==> config.mk <==
export PLATFORM = sky130hd
export DESIGN_NAME = phi_bus_arbiter
export DESIGN_NICKNAME = d
export VERILOG_FILES = /design/src/rtl/computer_pkg.sv /design/src/rtl/phi_edge_detect.sv /design/src/rtl/phi_bus_arbiter.sv
export SDC_FILE = /design/constraint.sdc
export NUM_CORES = 1
export LEC_CHECK = 0
export BUFFER_PORTS_ARGS = -buffer_cell sky130_fd_sc_hd__buf_2
export CAP_MARGIN = 25
export CORE_MARGIN = 2
export CORE_UTILIZATION = 39
export DETAILED_ROUTE_END_ITERATION = 10
export PLACE_DENSITY = 0.69
export SYNTH_ARGS = -nofsm -noshare
export SYNTH_HDL_FRONTEND = slang
export SYNTH_HIERARCHICAL = 1
export SYNTH_SLANG_ARGS = --single-unit
==> constraint.sdc <==
create_clock -name CLOCK_50 -period 1.8 [get_ports CLOCK_50]
set_clock_uncertainty 0.2 [all_clocks]
set_input_delay 0.36 -clock CLOCK_50 [delete_from_list [all_inputs] [get_ports CLOCK_50]]
set_output_delay 0.36 -clock CLOCK_50 [all_outputs]
set_load 0.005 [all_outputs]
==> src/rtl/computer_pkg.sv <==
// Shared definitions for the system bus: default bus widths and the RAM arbiter state encoding.
package computer_pkg;

  localparam int unsigned ADDR_W_DEF = 16;
  localparam int unsigned DATA_W_DEF = 8;

  typedef enum logic [1:0] {
    IDLE     = 2'd0,
    CPU_WAIT = 2'd1,
    VID_WAIT = 2'd2
  } arb_state_t;

endpackage

==> src/rtl/phi_edge_detect.sv <==
// Synchronous rising-edge detector for a divider phase signal.
// The history register always tracks the phase, so no edge is reported right after reset.
module phi_edge_detect (
  input  logic clk,
  input  logic reset,
  input  logic phi,
  output logic rise_c
);

  logic phi_q;

  // The reset preload and the normal update are the same thing: load the current phase.
  always_ff @(posedge clk) begin
    phi_q <= phi;
  end

  assign rise_c = phi & ~phi_q & ~reset;

endmodule

==> src/rtl/phi_bus_arbiter.sv <==
// Shares one RAM port between the CPU (slot on each cpu_phi rise) and the video
// fetcher (slot on a vid_phi rise); all memory-side and return outputs are registered.
module phi_bus_arbiter
  import computer_pkg::*;
#(
  parameter int unsigned ADDR_W  = ADDR_W_DEF,
  parameter int unsigned DATA_W  = DATA_W_DEF,
  parameter int unsigned MEM_LAT = 1
) (
  input  logic              CLOCK_50,
  input  logic              reset,
  input  logic              cpu_phi,
  input  logic              vid_phi,
  input  logic [ADDR_W-1:0] cpu_addr,
  input  logic [DATA_W-1:0] cpu_wdata,
  input  logic              cpu_we,
  output logic [DATA_W-1:0] cpu_rdata,
  input  logic              vid_req,
  input  logic [ADDR_W-1:0] vid_addr,
  output logic [DATA_W-1:0] vid_data,
  output logic              vid_valid,
  output logic [ADDR_W-1:0] mem_addr,
  output logic [DATA_W-1:0] mem_wdata,
  output logic              mem_we,
  input  logic [DATA_W-1:0] mem_rdata
);

  localparam int unsigned CNT_W = 2;
  localparam logic [CNT_W-1:0] LAST_CNT = CNT_W'(MEM_LAT - 1);

  if (MEM_LAT < 1 || MEM_LAT > 2) begin : g_lat_check
    $error("phi_bus_arbiter: MEM_LAT must be 1 or 2");
  end

  arb_state_t        state, state_n;
  logic [CNT_W-1:0]  cnt, cnt_n;
  logic              vid_pending, vid_pending_n;
  logic [ADDR_W-1:0] mem_addr_n;
  logic [DATA_W-1:0] mem_wdata_n, cpu_rdata_n, vid_data_n;
  logic              mem_we_n, vid_valid_n;
  logic              cpu_rise_c, vid_rise_c;

  phi_edge_detect u_cpu_edge (
    .clk    (CLOCK_50),
    .reset  (reset),
    .phi    (cpu_phi),
    .rise_c (cpu_rise_c)
  );

  phi_edge_detect u_vid_edge (
    .clk    (CLOCK_50),
    .reset  (reset),
    .phi    (vid_phi),
    .rise_c (vid_rise_c)
  );

  // Next-state and registered-output logic; the CPU always wins an IDLE slot.
  always_comb begin
    state_n       = state;
    cnt_n         = cnt;
    vid_pending_n = (vid_pending | vid_rise_c) & vid_req;
    mem_addr_n    = mem_addr;
    mem_wdata_n   = mem_wdata;
    mem_we_n      = 1'b0;
    cpu_rdata_n   = cpu_rdata;
    vid_data_n    = vid_data;
    vid_valid_n   = 1'b0;

    unique case (state)
      IDLE: begin
        if (cpu_rise_c) begin
          mem_addr_n = cpu_addr;
          if (cpu_we) begin
            mem_we_n    = 1'b1;
            mem_wdata_n = cpu_wdata;
          end else begin
            state_n = CPU_WAIT;
            cnt_n   = '0;
          end
        end else if (vid_pending_n) begin
          mem_addr_n    = vid_addr;
          state_n       = VID_WAIT;
          cnt_n         = '0;
          vid_pending_n = 1'b0;
        end
      end
      CPU_WAIT: begin
        if (cnt == LAST_CNT) begin
          cpu_rdata_n = mem_rdata;
          state_n     = IDLE;
        end else begin
          cnt_n = cnt + 1'b1;
        end
      end
      VID_WAIT: begin
        if (cnt == LAST_CNT) begin
          vid_data_n  = mem_rdata;
          vid_valid_n = 1'b1;
          state_n     = IDLE;
        end else begin
          cnt_n = cnt + 1'b1;
        end
      end
      default: state_n = IDLE;
    endcase
  end

  always_ff @(posedge CLOCK_50) begin
    if (reset) begin
      state       <= IDLE;
      cnt         <= '0;
      vid_pending <= 1'b0;
      mem_addr    <= '0;
      mem_wdata   <= '0;
      mem_we      <= 1'b0;
      cpu_rdata   <= '0;
      vid_data    <= '0;
      vid_valid   <= 1'b0;
    end else begin
      state       <= state_n;
      cnt         <= cnt_n;
      vid_pending <= vid_pending_n;
      mem_addr    <= mem_addr_n;
      mem_wdata   <= mem_wdata_n;
      mem_we      <= mem_we_n;
      cpu_rdata   <= cpu_rdata_n;
      vid_data    <= vid_data_n;
      vid_valid   <= vid_valid_n;
    end
  end

  // Legal divider ratios never produce a CPU slot while an access is still in flight.
  cpu_rise_while_busy: assert property (
    @(posedge CLOCK_50) disable iff (reset) !(cpu_rise_c && (state != IDLE))
  );

endmodule
==> results.tsv, run 1 <==
stage	metric	value	unit
synthesis	yosysMostFrequentCell	dfxtp_1	
timing	period_share	0.971	
detailed_routing	wl_per_cell	11.8	microns
synthesis	synthArstFlopShare	0	
timing	worst-slew-pin-transition	354	ps
synthesis	avgSynthCellArea	8.82	sq um
final_layout	antenna_cells	0	
pwr	clockPowerShare	0.319	
pwr	irDropWorstVdd	382	uV
pwr	p_comb_frac	0.135	
timing	whs	91.1	ps
run_status	outcome	finished, final reports clean	
clock_tree	clkTransAtPathRegs	90	ps
pwr	p_leak	0.00119	uW
clock_tree	cts_made_buffers	5	
global_route	grt_max_degree	35	
pwr	switchingPower	518	uW
worst_hold_path	hold_path.class	in -> reg	
clock_tree	root_buffer	clkbuf_8	
timing	maxSlewViolCount	0	
detailed_routing	viasPerCell	4.86	
synthesis	synth_area_leaders	dfxtp_1 (50%), mux2i_1 (8.1%), a211oi_1 (6.8%)	
worst_setup_path	worstPathMaxFanout	6	
detailed_routing	ant_nets	0	
final_layout	fin_nets	382	
timing	fmax	572	MHz
synthesis	synthFlopType	dfxtp_1	
clock_tree	h-tree-depth	2	
global_route	antenna_found_initial	0	
place	dp_hpwl	3.26	mm
global_route	overflow	0	
pwr	switching_share	0.246	
synthesis	synth_edf_count	0	
timing	hold_viol_final	0	
synthesis	synth_seq_cells	49	
detailed_routing	drt-pass1-iter-count	4	
final_layout	register_area	981	sq um
die	die_area	0.00565	sq mm
die	core	0.00482	sq mm
die	boundaryPins	96	
detailed_routing	drc	0	
worst_setup_path	cpPeakStageDelay	360	ps
worst_setup_path	crit_required	1800	ps
synthesis	syn_area	0.00198	sq mm
place	place_ws	-89.6	ps
worst_setup_path	cp_cell_sequence	nor3b_4 > inv_2 > a211o_4 > a211o_1 > o41ai_1	
timing	relSlewSlack	0.763	
clock_tree	clock-sinks	49	
clock_tree	cts.path.max_buffers	2	
final_layout	area_growth	37.6	%
die	die_w	75.2	microns
detailed_routing	routed_wl	4.62	mm
final_layout	drive_gt1_frac	0.378	
timing	worst_slack	53.0	ps
die	die_h	75.2	microns
timing	setup-tns-final	0	ps
place	io_buffers	95	
synthesis	seq_area_frac_synth	0.497	
die	rows	25	
worst_setup_path	worstSetupPathType	reg -> reg	
synthesis	post_synth_most_frequent_cells	dfxtp_1 (49), nand2_1 (36), a21oi_1 (24)	
worst_setup_path	crit_path_top_delay_cell	a211o_4	
worst_setup_path	arrival	1750	ps
clock_tree	clkLatencyLatePin	300	ps
synthesis	syn_inst	224	
worst_setup_path	reg2reg_depth	5	
final_layout	multi_input_area	927	sq um
clock_tree	cts_tree	yes	
synthesis	netlist.top_cell.by_area	dfxtp_1	
synthesis	syn_nets	282	
worst_hold_path	min_delay_path_depth	3	
worst_setup_path	start_kind	flop	
pwr	finalPower	2100	uW
place	gp_congestion	0.753	
pwr	power_per_cell_area	773	mW/mm^2
synthesis	ys.warnings.count	6	
worst_setup_path	end_kind	flop	
final_layout	final.fill_count	475	
die	start_util	0.410	
timing	setup_viol	0	
timing	final.min_clock_period	1750	ps
pwr	internal_power	1580	uW
synthesis	yosys.area.top_type_share	0.497	
detailed_routing	vias	1907	
global_route	grt_pass1_wl	7.14	mm
global_route	grt_pass1_vias	1724	
global_route	grt_util_all_layers	0.163	
pwr	seq_power_share	0.546	
synthesis	synth_cell_type_count	27	
job	maxCapViolCount	0	
detailed_routing	drtIter0Drc	68	
## worst paths after layout
| check | start | slack, ps | endpoint |
|---|---|---|---|
| worst max-delay path | u_cpu_edge/phi_q | 50 | state[0] |
| worst min register to register | vid_data[0] | 250 | vid_data[0] |
| worst max register to register | u_cpu_edge/phi_q | 50 | state[0] |
| worst min-delay path | cpu_wdata[0] | 90 | mem_wdata[0] |
## final cells by class
class                      count  area share
multi-input combinational    154       0.341
inverter                       6     0.00828
timing repair buffer         108       0.224
clock inverter                 2     0.00506
sequential                    49       0.361
clock buffer                   6      0.0304
tap                           67      0.0308
## power groups by stage
stage | sequential [uW] | clock, uW | combinational [uW]
2_1_floorplan | 1180 | 0 | 128
3_3_place_gp | 1170 | 0 | 260
3_5_place_dp | 1170 | 0 | 266
4_1_cts | 1150 | 697 | 270
5_1_grt | 1150 | 738 | 319
6_report | 1150 | 670 | 285
## sequential cells by signal, summed over array words and instances (netlist names)
| signal | count |
|---|---|
| vid_data | 8 |
| cnt | 2 |
| u_vid_edge/phi_q | 1 |
| cpu_rdata | 8 |
| vid_valid | 1 |
| state | 2 |
| u_cpu_edge/phi_q | 1 |
| mem_we | 1 |
| mem_addr | 16 |
| vid_pending | 1 |
| mem_wdata | 8 |
## logic make-up (layout without fill, tap and decap cells)
kind of cell / after synthesis / in the layout / share of synthesized area
AOI/OAI and AO/OA: 53 / 53 / 0.172
adders and majority gates: 4 / 4 / 0.0253
buffers and inverters: 21 / 122 / 0.0469
DFF: 49 / 49 / 0.497
muxes: 16 / 16 / 0.0811
and+or+nand+nor: 81 / 81 / 0.179
## placed cells by master (no fill, tap or decap), drive strengths merged
cell / count
a211o: 2
a211oi: 18
a21o: 1
a21oi: 25
a31o: 1
a32oi: 1
and3: 1
buf: 105
clkbuf: 7
clkinv: 2
dfxtp: 49
dlygate4sd3: 2
ha: 4
inv: 6
mux2i: 16
nand2: 36
nand2b: 1
nand3: 17
nor2: 21
nor2b: 1
nor3: 2
nor3b: 2
o21a: 1
o21ai: 3
o41ai: 1
## metal layers
metal / routed length, microns / up-vias / GRT usage
li1: - / 973 / -
met1: 2050 / 849 / 0.185
met2: 2140 / 80 / 0.281
met3: 380 / 5 / 0.0602
met4: 57 / 0 / 0.0585
met5: 0 / - / 0
## worst max-delay path, delay by kind of cell, from the launching register on
family                 cells  cell delay [ps]
AO/OA/AOI/OAI              3              700
buffers and inverters      1              110
flip-flops                 1              330
AND/OR/NAND/NOR            1              300
## per-stage QoR
stage	instance area, sq um	cells	utilization
floorplan	1980	224	-
global placement	2550	380	0.530
detailed placement	2550	380	0.530
CTS	2670	390	0.554
global route	2720	392	0.564
finish	2720	392	0.564
## repair_timing
item / 4_1_cts / 5_1_grt
setup buffers: 0 / 1
endpoints found under the hold margin: 2 / 0
setup endpoints to repair: 0 / 14
resized for setup: 0 / 6
hold buffers: 2 / 0
Power figures use the tool's default switching activity.
==> run 2: changes to the inputs <==
CTS_BUF_LIST = sky130_fd_sc_hd__clkbuf_4   (was default)
==> run 2 against run 1 <==
Against the previous run: first-iteration DRC count is 31% higher; power is 7.6% lower; register-to-register slack better by 20 ps; core utilization rose by 0.75 points; die area is the same; cell area up 1.3%; worst setup slack improved by 18 ps; critical endpoint unchanged; critical path depth stayed put; critical path type unchanged; sequential share of layout area decreased by 0.48 points.
==> results.tsv, run 2 (synthesized netlist as in run 1, its figures left out) <==
stage	metric	value	unit
final_layout	final_common_cell	buf_2	
detailed_routing	drc	0	
final_layout	largest_reg_flops	16	
die	die_w	75.2	microns
worst_setup_path	reg2reg_depth	5	
clock_tree	post_cts.repair.setup_buffers	0	
clock_tree	cts_made_buffers	5	
worst_hold_path	min_delay_path_depth	3	
final_layout	fin_cells	398	
clock_tree	clock-sinks	49	
final_layout	antenna_cells	0	
worst_hold_path	min_from	cpu_wdata[2]	
clock_tree	root_buffer	clkbuf_4	
timing	relSlewSlack	0.767	
place	dp.cells	380	
detailed_routing	vias	1943	
die	rows	25	
job	maxCapViolCount	0	
pwr	power_per_cell_area	705	mW/mm^2
worst_setup_path	rrSetupSlack	70	ps
worst_hold_path	hold_path.class	in -> reg	
place	gp_congestion	0.753	
global_route	overflow	0	
clock_tree	h-tree-depth	2	
timing	maxSlewViolCount	0	
worst_hold_path	holdPathEnd	mem_wdata[2]	
final_layout	design_area	0.00276	sq mm
final_layout	fin_nets	388	
clock_tree	cts.path.max_buffers	2	
place	io_buffers	95	
worst_setup_path	worstSetupPathType	reg -> reg	
clock_tree	cts_tree	yes	
die	start_util	0.410	
detailed_routing	viasPerCell	4.88	
die	core	0.00482	sq mm
worst_setup_path	end_kind	flop	
worst_setup_path	crit_required	1870	ps
global_route	grt_pass1_wl	7.35	mm
timing	setup-tns-final	0	ps
global_route	grt_pass1_vias	1752	
pwr	p_leak	0.00120	uW
detailed_routing	drtIter0Drc	89	
worst_setup_path	arrival	1800	ps
final_layout	top_register	mem_addr	
global_route	antenna_found_initial	0	
worst_setup_path	start_kind	flop	
global_route	grt_util_all_layers	0.168	
clock_tree	clkTransAtPathRegs	140	ps
place	place_ws	-89.6	ps
die	die_h	75.2	microns
timing	fmax	578	MHz
worst_setup_path	r2r_start	u_cpu_edge/phi_q	
global_route	grt_max_degree	35	
timing	worst-slew-pin-transition	349	ps
place	place_area	0.00255	sq mm
worst_setup_path	worstPathMaxFanout	6	
timing	setup_viol	0	
detailed_routing	routed_wl	4.76	mm
place	dp_hpwl	3.26	mm
run_status	outcome	finished, final reports clean	
timing	final.min_clock_period	1730	ps
clock_tree	clkLatencyLatePin	360	ps
pwr	irDropWorstVdd	393	uV
final_layout	drive_gt1_frac	0.375	
final_layout	final_util	0.572	
final_layout	area_growth	39.5	%
detailed_routing	ant_nets	0	
worst_setup_path	r2r-end	state[0]	
final_layout	mostFrequentLayoutCells	buf_2 (95), dfxtp_1 (49), nand2_1 (36), a21oi_1 (24), nor2_1 (21)	
detailed_routing	wl_per_cell	12.0	microns
timing	worst_slack	71.0	ps
detailed_routing	drt-pass1-iter-count	4	
timing	period_share	0.961	
timing	hold_viol_final	0	
die	boundaryPins	96	
die	die_area	0.00565	sq mm
==> run 2: what timing repair did <==
item | 4_1_cts | 5_1_grt
resized for setup | 0 | 9
hold buffers | 7 | 2
setup endpoints to repair | 0 | 17
endpoints found under the hold margin | 7 | 2
==> run 2: layer usage <==
metal | up-vias | track usage | share of wire
met2 | 79 | 0.292 | 0.47
met3 | 6 | 0.0602 | 0.081
met1 | 869 | 0.191 | 0.44
met5 | - | 0 | 0
li1 | 989 | - | -
met4 | 0 | 0.0585 | 0.013
==> run 2: layout make-up <==
type	count	area, sq um
fill	470	2060
sequential	49	981
multi-input combinational	154	942
timing repair buffer	114	671
tap	67	83.8
clock buffer	5	37.5
inverter	6	22.5
clock inverter	3	17.5
==> run 2: how the worst max path moves through the flow <==
stage	cells past startpoint	startpoint	to
after floorplan	6	reset	mem_wdata[7]
after global placement	6	reset	state[0]
after detailed placement	6	reset	state[0]
after CTS	6	state[0]	cnt[1]
after global routing	5	u_cpu_edge/phi_q	state[0]
final	5	u_cpu_edge/phi_q	state[0]
==> run 2: through the flow <==
| stage | hold slack, ps | power [uW] |
|---|---|---|
| 4_1_cts | 0.0434 | 1950 |
| 5_1_grt | 4.38 | 2060 |
| 3_3_place_gp | 240 | 1430 |
| 6_report | 32.2 | 1940 |
| 2_1_floorplan | 188 | 1300 |
| 3_5_place_dp | 244 | 1440 |
==> run 2: worst max-delay path, cell delays in order (launching register included) <==
cell	delay, ps
dfxtp_1	350
nor3b_4	270
inv_2	110
a211o_4	360
a211o_1	290
o41ai_1	50
==> run 2: where the power goes <==
| group | switching, uW | internal [uW] | total [uW] |
|---|---|---|---|
| Clock | 346 | 149 | 494 |
| Sequential | 20.9 | 1130 | 1150 |
| Combinational | 144 | 156 | 300 |
==> run 3: changes to the inputs <==
BUFFER_PORTS_ARGS = default   (was -buffer_cell sky130_fd_sc_hd__buf_2)
DONT_BUFFER_PORTS = 1   (was default)
MAX_ROUTING_LAYER = met4   (was default)
PLACE_DENSITY = default   (was 0.69)
==> run 3 against run 2 <==
Against the previous run: sequential power hardly changed; cell area shrank 14%; combinational power down 35%; sequential share of layout area grew 5.8 points; count of clock-buffer cells in the layout is the same; worst setup slack better by 49 ps; final cell count shrank 22%; via count fell by 18%; critical path type unchanged; critical endpoint unchanged.
==> results.tsv, run 3 (synthesized netlist as in run 1, its figures left out) <==
stage	metric	value	unit
final_layout	fin_nets	300	
timing	maxSlewViolCount	0	
worst_hold_path	hold_path.class	in -> reg	
detailed_routing	drc	0	
global_route	top_usage_layer	met2	
global_route	use_met2	0.255	
place	dp_hpwl	2.83	mm
detailed_routing	wl_per_cell	13.4	microns
job	maxCapViolCount	0	
clock_tree	hold_buffers	20	
run_status	outcome	finished, final reports clean	
global_route	gr-usage-met1	0.170	
clock_tree	clkLatencyLatePin	350	ps
final_layout	top_register	mem_addr	
global_route	grt_util_all_layers	0.151	
final_layout	drive_gt1_frac	0.0988	
worst_setup_path	worstSetupPathType	reg -> reg	
timing	worst_slack	120	ps
pwr	finalPower	2130	uW
detailed_routing	viasPerCell	5.13	
timing	relSlewSlack	0.762	
global_route	grt_pass1_wl	6.37	mm
timing	hold_viol_final	0	
die	die_area	0.00565	sq mm
detailed_routing	drtIter0Drc	60	
final_layout	final_common_cell	dfxtp_1	
clock_tree	cts.path.max_buffers	2	
place	place_ws	50.1	ps
pwr	power_per_cell_area	899	mW/mm^2
global_route	use_met3	0.0495	
pwr	p_leak	0.000806	uW
worst_setup_path	worstPathMaxFanout	6	
worst_hold_path	holdPathEnd	state[0]	
die	core	0.00482	sq mm
worst_setup_path	r2r_start	state[0]	
final_layout	antenna_cells	0	
worst_setup_path	arrival	1740	ps
worst_setup_path	start_kind	flop	
place	gp_congestion	0.806	
worst_hold_path	min_from	reset	
timing	setup_viol	0	
global_route	grt_pass1_vias	1495	
place	io_buffers	0	
timing	worst-slew-pin-transition	356	ps
worst_setup_path	end_kind	flop	
worst_setup_path	crit_required	1860	ps
timing	setup-tns-final	0	ps
die	die_h	75.2	microns
die	boundaryPins	96	
clock_tree	cts_made_buffers	5	
worst_hold_path	min_delay_path_depth	3	
final_layout	mostFrequentLayoutCells	dfxtp_1 (49), nand2_1 (36), a21oi_1 (24), nor2_1 (21), dlygate4sd3_1 (19)	
die	start_util	0.410	
detailed_routing	routed_wl	4.16	mm
worst_setup_path	reg2reg_depth	6	
timing	final.min_clock_period	1680	ps
final_layout	area_growth	19.9	%
worst_setup_path	rrSetupSlack	120	ps
detailed_routing	ant_nets	0	
global_route	overflow	0	
final_layout	largest_reg_flops	16	
die	die_w	75.2	microns
worst_setup_path	r2r-end	state[0]	
clock_tree	clock-sinks	49	
clock_tree	h-tree-depth	2	
timing	rsz0062_at_grt	false	
detailed_routing	drt-pass1-iter-count	4	
die	rows	25	
timing	fmax	595	MHz
clock_tree	root_buffer	clkbuf_4	
clock_tree	cts_tree	yes	
detailed_routing	vias	1589	
timing	period_share	0.933	
global_route	antenna_found_initial	0	
global_route	grt_max_degree	47	
pwr	irDropWorstVdd	426	uV
clock_tree	clkTransAtPathRegs	130	ps
==> run 3: critical path, cell delays in order (launching register included) <==
cell	delay [ps]
dfxtp_1	340
inv_2	70
ha_2	200
inv_2	70
a211o_1	340
a211o_1	310
o41ai_1	60
==> run 3: where the power goes <==
group | total [uW] | internal (uW) | switching (uW)
sequential | 1160 | 1130 | 31.0
clock | 774 | 430 | 344
combinational | 196 | 96.7 | 99.8
total | 2130 | 1650 | 475
==> run 3: worst max path at each step <==
stage,cells past startpoint,slack [ps],startpoint,endpoint
after global routing,6,20,u_cpu_edge/phi_q,mem_addr[2]
final,6,120,state[0],state[0]
after detailed placement,5,50,reset,state[0]
after global placement,5,80,vid_phi,state[0]
after floorplan,6,120,reset,mem_wdata[7]
after CTS,5,70,u_cpu_edge/phi_q,state[0]
==> run 3: final cells by class <==
cell class | instances | area [sq um]
clock inverters | 3 | 65.1
flip-flops and latches | 49 | 981
clock buffers | 5 | 37.5
repair buffers | 26 | 268
multi-input cells | 154 | 911
well taps | 67 | 83.8
fillers | 478 | 2450
inverters | 6 | 22.5
==> run 3: what timing repair did <==
| item | 4_1_cts | 5_1_grt |
|---|---|---|
| setup buffers | 0 | 1 |
| gates resized for setup | 0 | 4 |
| hold endpoints to repair | 47 | 1 |
| setup endpoints to repair | 0 | 7 |
==> run 3: through the flow <==
| step | hold WS, ps | cells | utilization | area (sq um) |
|---|---|---|---|---|
| global placement | 188 | 281 | 0.425 | 2050 |
| CTS | 2.60 | 309 | 0.490 | 2360 |
| detailed placement | 188 | 281 | 0.425 | 2050 |
| finish | 12.2 | 310 | 0.492 | 2370 |
| global route | -1.31 | 310 | 0.492 | 2370 |
| floorplan | 188 | 224 | - | 1980 |
==> run 3: per-layer routing <==
layer  up-vias  part of all wire
met5         -                 0
met4         0             0.010
met3         5             0.087
met2        75              0.46
met1       689              0.44
li1        820                 -
